<file path="src/rtl/ifetch_axi_reader.sv">
// Instruction-fetch stage: single-beat AXI4 read master that fetches 32-bit words
// sequentially from a start PC, tags each with its PC, buffers them in a small FIFO
// and hands them to decode over valid/ready. Supports redirect with flush and traps
// on read errors.
//
// Ports:
//   ACLK, ARESETN               clock, synchronous active-low reset
//   START / START_ADDR          begin fetching (honoured in IDLE or ERROR only)
//   REDIRECT / REDIRECT_ADDR    flush buffer and resume at new PC (any state)
//   BUSY, ERR                   state != IDLE; sticky read-error flag
//   INST_VALID/DATA/PC, INST_READY   decode-side instruction stream
//   M_AXI_AR*, M_AXI_R*         AXI4 read address / read data channels
module ifetch_axi_reader #(
    parameter int unsigned C_M_AXI_ADDR_WIDTH = 32,
    parameter int unsigned C_M_AXI_DATA_WIDTH = 32,
    parameter int unsigned FIFO_DEPTH         = 4
) (
    input  logic                          ACLK,
    input  logic                          ARESETN,
    input  logic                          START,
    input  logic [C_M_AXI_ADDR_WIDTH-1:0] START_ADDR,
    input  logic                          REDIRECT,
    input  logic [C_M_AXI_ADDR_WIDTH-1:0] REDIRECT_ADDR,
    output logic                          BUSY,
    output logic                          ERR,
    output logic                          INST_VALID,
    output logic [C_M_AXI_DATA_WIDTH-1:0] INST_DATA,
    output logic [C_M_AXI_ADDR_WIDTH-1:0] INST_PC,
    input  logic                          INST_READY,
    output logic [C_M_AXI_ADDR_WIDTH-1:0] M_AXI_ARADDR,
    output logic [7:0]                    M_AXI_ARLEN,
    output logic [2:0]                    M_AXI_ARSIZE,
    output logic [1:0]                    M_AXI_ARBURST,
    output logic                          M_AXI_ARVALID,
    input  logic                          M_AXI_ARREADY,
    input  logic [C_M_AXI_DATA_WIDTH-1:0] M_AXI_RDATA,
    input  logic [1:0]                    M_AXI_RRESP,
    input  logic                          M_AXI_RLAST,
    input  logic                          M_AXI_RVALID,
    output logic                          M_AXI_RREADY
);

    localparam int unsigned AW    = C_M_AXI_ADDR_WIDTH;
    localparam int unsigned DW    = C_M_AXI_DATA_WIDTH;
    localparam int unsigned PTR_W = (FIFO_DEPTH > 1) ? $clog2(FIFO_DEPTH) : 1;
    localparam int unsigned CNT_W = PTR_W + 1;

    typedef enum logic [1:0] {
        S_IDLE  = 2'd0,
        S_ADDR  = 2'd1,
        S_DATA  = 2'd2,
        S_ERROR = 2'd3
    } state_t;

    typedef struct packed {
        logic [AW-1:0] pc;
        logic [DW-1:0] data;
    } entry_t;

    state_t        state_q, state_d;
    logic [AW-1:0] pc_q, pc_d;
    logic [AW-1:0] araddr_q, araddr_d;
    logic          arvalid_q, arvalid_d;
    logic          rready_q, rready_d;
    logic          err_q, err_d;
    logic          discard_q, discard_d;
    logic          busy_q;

    logic          flush_c;
    logic          push_c;
    logic          pop_c;
    logic          ar_hs_c;
    logic          r_hs_c;

    entry_t             fifo_mem [FIFO_DEPTH];
    logic [PTR_W-1:0]   wr_ptr_q, rd_ptr_q;
    logic [CNT_W-1:0]   count_q, count_d;
    logic               inst_valid_q;

    // RLAST carries no information for single-beat reads; low address bits are masked
    logic unused_ok;
    assign unused_ok = ^{M_AXI_RLAST, START_ADDR[1:0], REDIRECT_ADDR[1:0]};

    assign ar_hs_c = arvalid_q & M_AXI_ARREADY;
    assign r_hs_c  = M_AXI_RVALID & rready_q;
    assign pop_c   = inst_valid_q & INST_READY;

    // Next-state and registered-output logic
    always_comb begin
        state_d   = state_q;
        pc_d      = pc_q;
        araddr_d  = araddr_q;
        arvalid_d = arvalid_q;
        rready_d  = rready_q;
        err_d     = err_q;
        discard_d = discard_q;
        flush_c   = 1'b0;
        push_c    = 1'b0;

        case (state_q)
            S_IDLE, S_ERROR: begin
                arvalid_d = 1'b0;
                rready_d  = 1'b0;
                if (REDIRECT) begin
                    pc_d      = {REDIRECT_ADDR[AW-1:2], 2'b00};
                    flush_c   = 1'b1;
                    err_d     = 1'b0;
                    discard_d = 1'b0;
                    state_d   = S_ADDR;
                end else if (START) begin
                    pc_d      = {START_ADDR[AW-1:2], 2'b00};
                    flush_c   = 1'b1;
                    err_d     = 1'b0;
                    discard_d = 1'b0;
                    state_d   = S_ADDR;
                end
            end

            S_ADDR: begin
                if (ar_hs_c) begin
                    arvalid_d = 1'b0;
                    rready_d  = 1'b1;
                    state_d   = S_DATA;
                end else if (!arvalid_q && !REDIRECT &&
                             (count_q < CNT_W'(FIFO_DEPTH))) begin
                    // Only issue a read when the buffer has room for its beat
                    arvalid_d = 1'b1;
                    araddr_d  = pc_q;
                end
                if (REDIRECT) begin
                    flush_c = 1'b1;
                    pc_d    = {REDIRECT_ADDR[AW-1:2], 2'b00};
                    // An address already on the bus must complete; drop its beat
                    if (arvalid_q) begin
                        discard_d = 1'b1;
                    end
                end
            end

            S_DATA: begin
                if (r_hs_c) begin
                    rready_d = 1'b0;
                    state_d  = S_ADDR;
                    if (discard_q || REDIRECT) begin
                        discard_d = 1'b0;
                    end else if (M_AXI_RRESP == 2'b00) begin
                        push_c = 1'b1;
                        pc_d   = pc_q + AW'(4);
                    end else begin
                        err_d   = 1'b1;
                        state_d = S_ERROR;
                    end
                end
                if (REDIRECT) begin
                    flush_c = 1'b1;
                    pc_d    = {REDIRECT_ADDR[AW-1:2], 2'b00};
                    if (!r_hs_c) begin
                        discard_d = 1'b1;
                    end
                end
            end

            default: begin
                state_d = S_IDLE;
            end
        endcase
    end

    // Control state register
    always_ff @(posedge ACLK) begin
        if (!ARESETN) begin
            state_q   <= S_IDLE;
            pc_q      <= '0;
            araddr_q  <= '0;
            arvalid_q <= 1'b0;
            rready_q  <= 1'b0;
            err_q     <= 1'b0;
            discard_q <= 1'b0;
            busy_q    <= 1'b0;
        end else begin
            state_q   <= state_d;
            pc_q      <= pc_d;
            araddr_q  <= araddr_d;
            arvalid_q <= arvalid_d;
            rready_q  <= rready_d;
            err_q     <= err_d;
            discard_q <= discard_d;
            busy_q    <= (state_d != S_IDLE);
        end
    end

    // Instruction buffer occupancy; pushes never coincide with a flush
    always_comb begin
        count_d = count_q + CNT_W'(push_c) - CNT_W'(pop_c);
    end

    always_ff @(posedge ACLK) begin
        if (!ARESETN) begin
            wr_ptr_q     <= '0;
            rd_ptr_q     <= '0;
            count_q      <= '0;
            inst_valid_q <= 1'b0;
        end else if (flush_c) begin
            wr_ptr_q     <= '0;
            rd_ptr_q     <= '0;
            count_q      <= '0;
            inst_valid_q <= 1'b0;
        end else begin
            if (push_c) begin
                wr_ptr_q <= wr_ptr_q + PTR_W'(1);
            end
            if (pop_c) begin
                rd_ptr_q <= rd_ptr_q + PTR_W'(1);
            end
            count_q      <= count_d;
            inst_valid_q <= (count_d != '0);
        end
    end

    // Buffer storage, no reset needed: contents only observed while valid
    always_ff @(posedge ACLK) begin
        if (push_c) begin
            fifo_mem[wr_ptr_q] <= '{pc: pc_q, data: M_AXI_RDATA};
        end
    end

    assign BUSY          = busy_q;
    assign ERR           = err_q;
    assign INST_VALID    = inst_valid_q;
    assign INST_DATA     = fifo_mem[rd_ptr_q].data;
    assign INST_PC       = fifo_mem[rd_ptr_q].pc;
    assign M_AXI_ARADDR  = araddr_q;
    assign M_AXI_ARVALID = arvalid_q;
    assign M_AXI_RREADY  = rready_q;
    assign M_AXI_ARLEN   = 8'd0;
    assign M_AXI_ARSIZE  = 3'b010;
    assign M_AXI_ARBURST = 2'b01;

endmodule

</file>
<file path="config.mk">
export PLATFORM = sky130hd
export DESIGN_NAME = ifetch_axi_reader
export DESIGN_NICKNAME = d
export VERILOG_FILES = /design/src/rtl/ifetch_axi_reader.sv
export SDC_FILE = /design/constraint.sdc
export NUM_CORES = 1
export LEC_CHECK = 0
export CAP_MARGIN = 0
export CELL_PAD_IN_SITES_DETAIL_PLACEMENT = 1
export CELL_PAD_IN_SITES_GLOBAL_PLACEMENT = 1
export CORE_MARGIN = 3
export CORE_UTILIZATION = 40
export DETAILED_ROUTE_END_ITERATION = 16
export PLACE_DENSITY_LB_ADDON = 0.15
export SLEW_MARGIN = 0
export SYNTH_ARGS = -nofsm -noshare
export SYNTH_HDL_FRONTEND = slang
export SYNTH_SLANG_ARGS = --single-unit
</file>
<file path="constraint.sdc">
create_clock -name ACLK -period 3.5 [get_ports ACLK]
set_input_delay 0.875 -clock ACLK [delete_from_list [all_inputs] [get_ports ACLK]]
set_output_delay 0.875 -clock ACLK [all_outputs]
set_load 0.005 [all_outputs]
</file>
==> flow_metrics.tcl <==
set metrics [dict create \
    port_buffers 197 \
    setup_slack_ns 0.285 \
    max-vdd-ir-drop_mv 0.476 \
    layout-drive-gt1-share_pct 15.3 \
    initial_core_util_pct 40.8 \
    dieWidth_um 192 \
    seq_area_frac_synth_pct 65.1 \
    drt-initial-drc-count 577 \
    tritoncts "done" \
    power_per_cell_area_mw_per_mm2 624 \
    route.detailed.drc 0 \
    post-route-min-period_ns 3.22 \
    crit_family "buffers and inverters" \
    outcome "completed" \
    p_leak_uw 0.00579 \
    viasPerCell 5.49 \
    syn-cell-area_sq_mm 0.0138 \
    grt_max_degree 54 \
    path_buf_inv 2 \
    synth-edff-count 248 \
    core_sq_mm 0.0338 \
    rows 67 \
    maxCapViolations 0 \
    crit_cells 3 \
    worstMarginPinSlew_ns 0.862 \
    die_h_um 192 \
    grt_pass1_vias 9636 \
    drv_slew 0 \
    synthArstFlopShare_pct 0 \
    syn_inst 961 \
    finalHoldViolCount 0 \
    fin_util_pct 52.2 \
    holdBufCountCts 0 \
    synth_warnings 0 \
    antenna_found_initial 1 \
    ys_ff_latch 325 \
    crit_required_ns 2.62 \
    cts-root-buf "clkbuf_16" \
    gp_congestion 0.832 \
    pre_cts_ws_ns 0.331 \
    yosysUniqueCellTypes 73 \
    ys.flop_type "edfxtp_1" \
    grt.overflow.total 0 \
    crit_fanout 11 \
    cp.arrival_ns 2.34 \
    power.total_uw 11000 \
    cts_buffers 37 \
    firstDrtPassIters 5 \
    die-area_sq_mm 0.0368 \
    critPathCaptureType "output pin" \
    num_vias 9045 \
    multi_input_area_sq_mm 0.00442 \
    grt_use_total_pct 20.5 \
    rr_worst_depth 9 \
    timing.final.crit_share_pct 91.9 \
    setup_violations 0 \
    clk_pin_slew_ns 0.06 \
    area.growth.synth_to_final_pct 27.9 \
    final_cell_area_sq_mm 0.0176 \
    wire_per_inst_um 22.9 \
    syn_area_per_cell_sq_um 14.4 \
    worst_skew_pair.late_latency_ns 0.53 \
    fmax_mhz 311 \
    clock_skew_ns 0.0164 \
    rsz0062_at_grt "false" \
    cts_sinks 325 \
    slowest_stage "mux4_2" \
    place_area_sq_mm 0.0165 \
    critPathKind "reg -> out" \
    maxSlewHeadroom_pct 42.5 \
    cts_buffer_depth 3 \
    finalWirelength_um 37700 \
    ioPinCount 220 \
    hold_class "reg -> reg" \
    seq_area_sq_mm 0.00900 \
    slowest_delay_ns 0.60 \
    ant_nets 0 \
    nets 1288 \
    hpwlAfterDp_um 25100 \
    tns_ns 0 \
    htreeDepth 2 \
    nFillCells 3329 \
    critPathLaunchType "register" \
    worstPathCellList "buf_4, mux4_2, clkdlybuf4s50_1" \
    grt_pass1_wl_um 57800 \
    hold_depth 2 \
]
synthesized netlist by cell type, types with 6 or more instances:
cell | n | share of area (%)
a211o_1 | 7 | 0.44
a21o_1 | 6 | 0.33
a21oi_1 | 67 | 2.4
a221oi_1 | 8 | 0.51
a31oi_1 | 15 | 0.68
and2_1 | 6 | 0.27
and3_1 | 8 | 0.36
buf_2 | 22 | 0.80
buf_4 | 18 | 0.98
clkbuf_1 | 37 | 1.0
dfxtp_1 | 77 | 11
edfxtp_1 | 248 | 54
ha_1 | 9 | 0.82
inv_1 | 14 | 0.38
mux2i_1 | 24 | 1.7
mux4_2 | 62 | 10
nand2_1 | 109 | 3.0
nand2b_1 | 6 | 0.27
nand3_1 | 26 | 0.94
nand4_1 | 15 | 0.68
nor2_1 | 35 | 0.95
nor3_1 | 7 | 0.25
nor4_1 | 7 | 0.32
o21ai_0 | 21 | 0.76
xnor2_1 | 10 | 0.63
path summary, 6_finish.rpt:
kind | start | end | slack, ns
setup / recovery | register | INST_PC[30] | 0.28
hold reg to reg | M_AXI_ARADDR[16] | M_AXI_ARADDR[16] | 0.45
setup reg to reg | state_q[0] | pc_q[13] | 0.72
hold / removal | M_AXI_ARADDR[16] | M_AXI_ARADDR[16] | 0.45
power by group:
| group | internal, uW | leakage (uW) | total, uW | switching (uW) |
|---|---|---|---|---|
| sequential | 4530 | 0.00288 | 5050 | 511 |
| combinational | 942 | 0.00235 | 2280 | 1340 |
| clock | 2180 | 0.000562 | 3670 | 1490 |
layout by cell type, fill, tap and decap left out, types with 4 or more instances in the layout:
cell and n:
o31a_1 5, nand2_1 109, clkinv_1 6, a221oi_1 8, inv_1 13, nor4_1 7, edfxtp_1 248, a21o_1 6
a31o_2 4, a211o_1 7, ha_1 9, buf_12 12, a31oi_1 15, mux2i_1 24, o21ai_0 21, o211ai_1 5
xnor2_1 10, and3_1 8, buf_4 29, mux2_2 4, o41ai_1 4, and2_4 4, conb_1 17, clkdlybuf4s50_1 196
nand2b_1 6, dfxtp_1 75, nor3b_1 5, nand3_1 26, clkbuf_1 15, mux4_2 62, nand4_1 15, nor3_1 6
o21ai_1 4, a21oi_1 67, nor2_1 34, clkbuf_16 39
cell type report:
| class | count | area share [%] |
|---|---|---|
| inverters | 16 | 0.340 |
| well taps | 448 | 3.18 |
| multi-input cells | 553 | 25.1 |
| diodes | 1 | 0.0142 |
| clock inverters | 11 | 0.589 |
| repair buffers | 239 | 13.8 |
| clock buffers | 56 | 6.01 |
| flip-flops and latches | 325 | 51.0 |
routing by layer:
layer | vias up | global-route usage [%] | wire length (um)
met5 | - | 0 | 13
met3 | 52 | 3.27 | 1920
met4 | 2 | 4.94 | 674
li1 | 4120 | - | -
met2 | 292 | 34.4 | 18400
met1 | 4579 | 28.2 | 16700
through the flow:
stage               cells  hold slack (ns)
floorplan             976            0.453
global placement     1580            0.442
CTS                  1647            0.454
global route         1648            0.466
finish               1649            0.452
detailed placement   1580            0.453
timing repair:
action                     4_1_cts  5_1_grt
buffers inserted                 0        1
setup endpoints to repair        0       20
gates resized for setup          0        1
worst min-delay path, stage by stage (launching register included):
cell and delay, ns:
dfxtp_1 0.30, nand2_1 0.05, a21oi_1 0.05
registers in the layout, summed over array words and instances (netlist names), 2 cells and up, named ones only:
register,flops
fifo_mem,248
M_AXI_ARADDR,30
count_q,3
wr_ptr_q,2
state_q,2
pc_q,30
rd_ptr_q,2
logic make-up after synthesis:
| family | share of synthesized area (%) |
|---|---|
| other | 0.0544 |
| AO/OA/AOI/OAI | 8.55 |
| XOR/XNOR | 0.762 |
| AND/OR/NAND/NOR | 8.90 |
| multiplexers | 12.3 |
| adder cells (fa/ha/maj) | 0.961 |
| flip-flops | 65.1 |
| buffers and inverters | 3.36 |
Note: power is estimated with default switching activity, not from simulation.
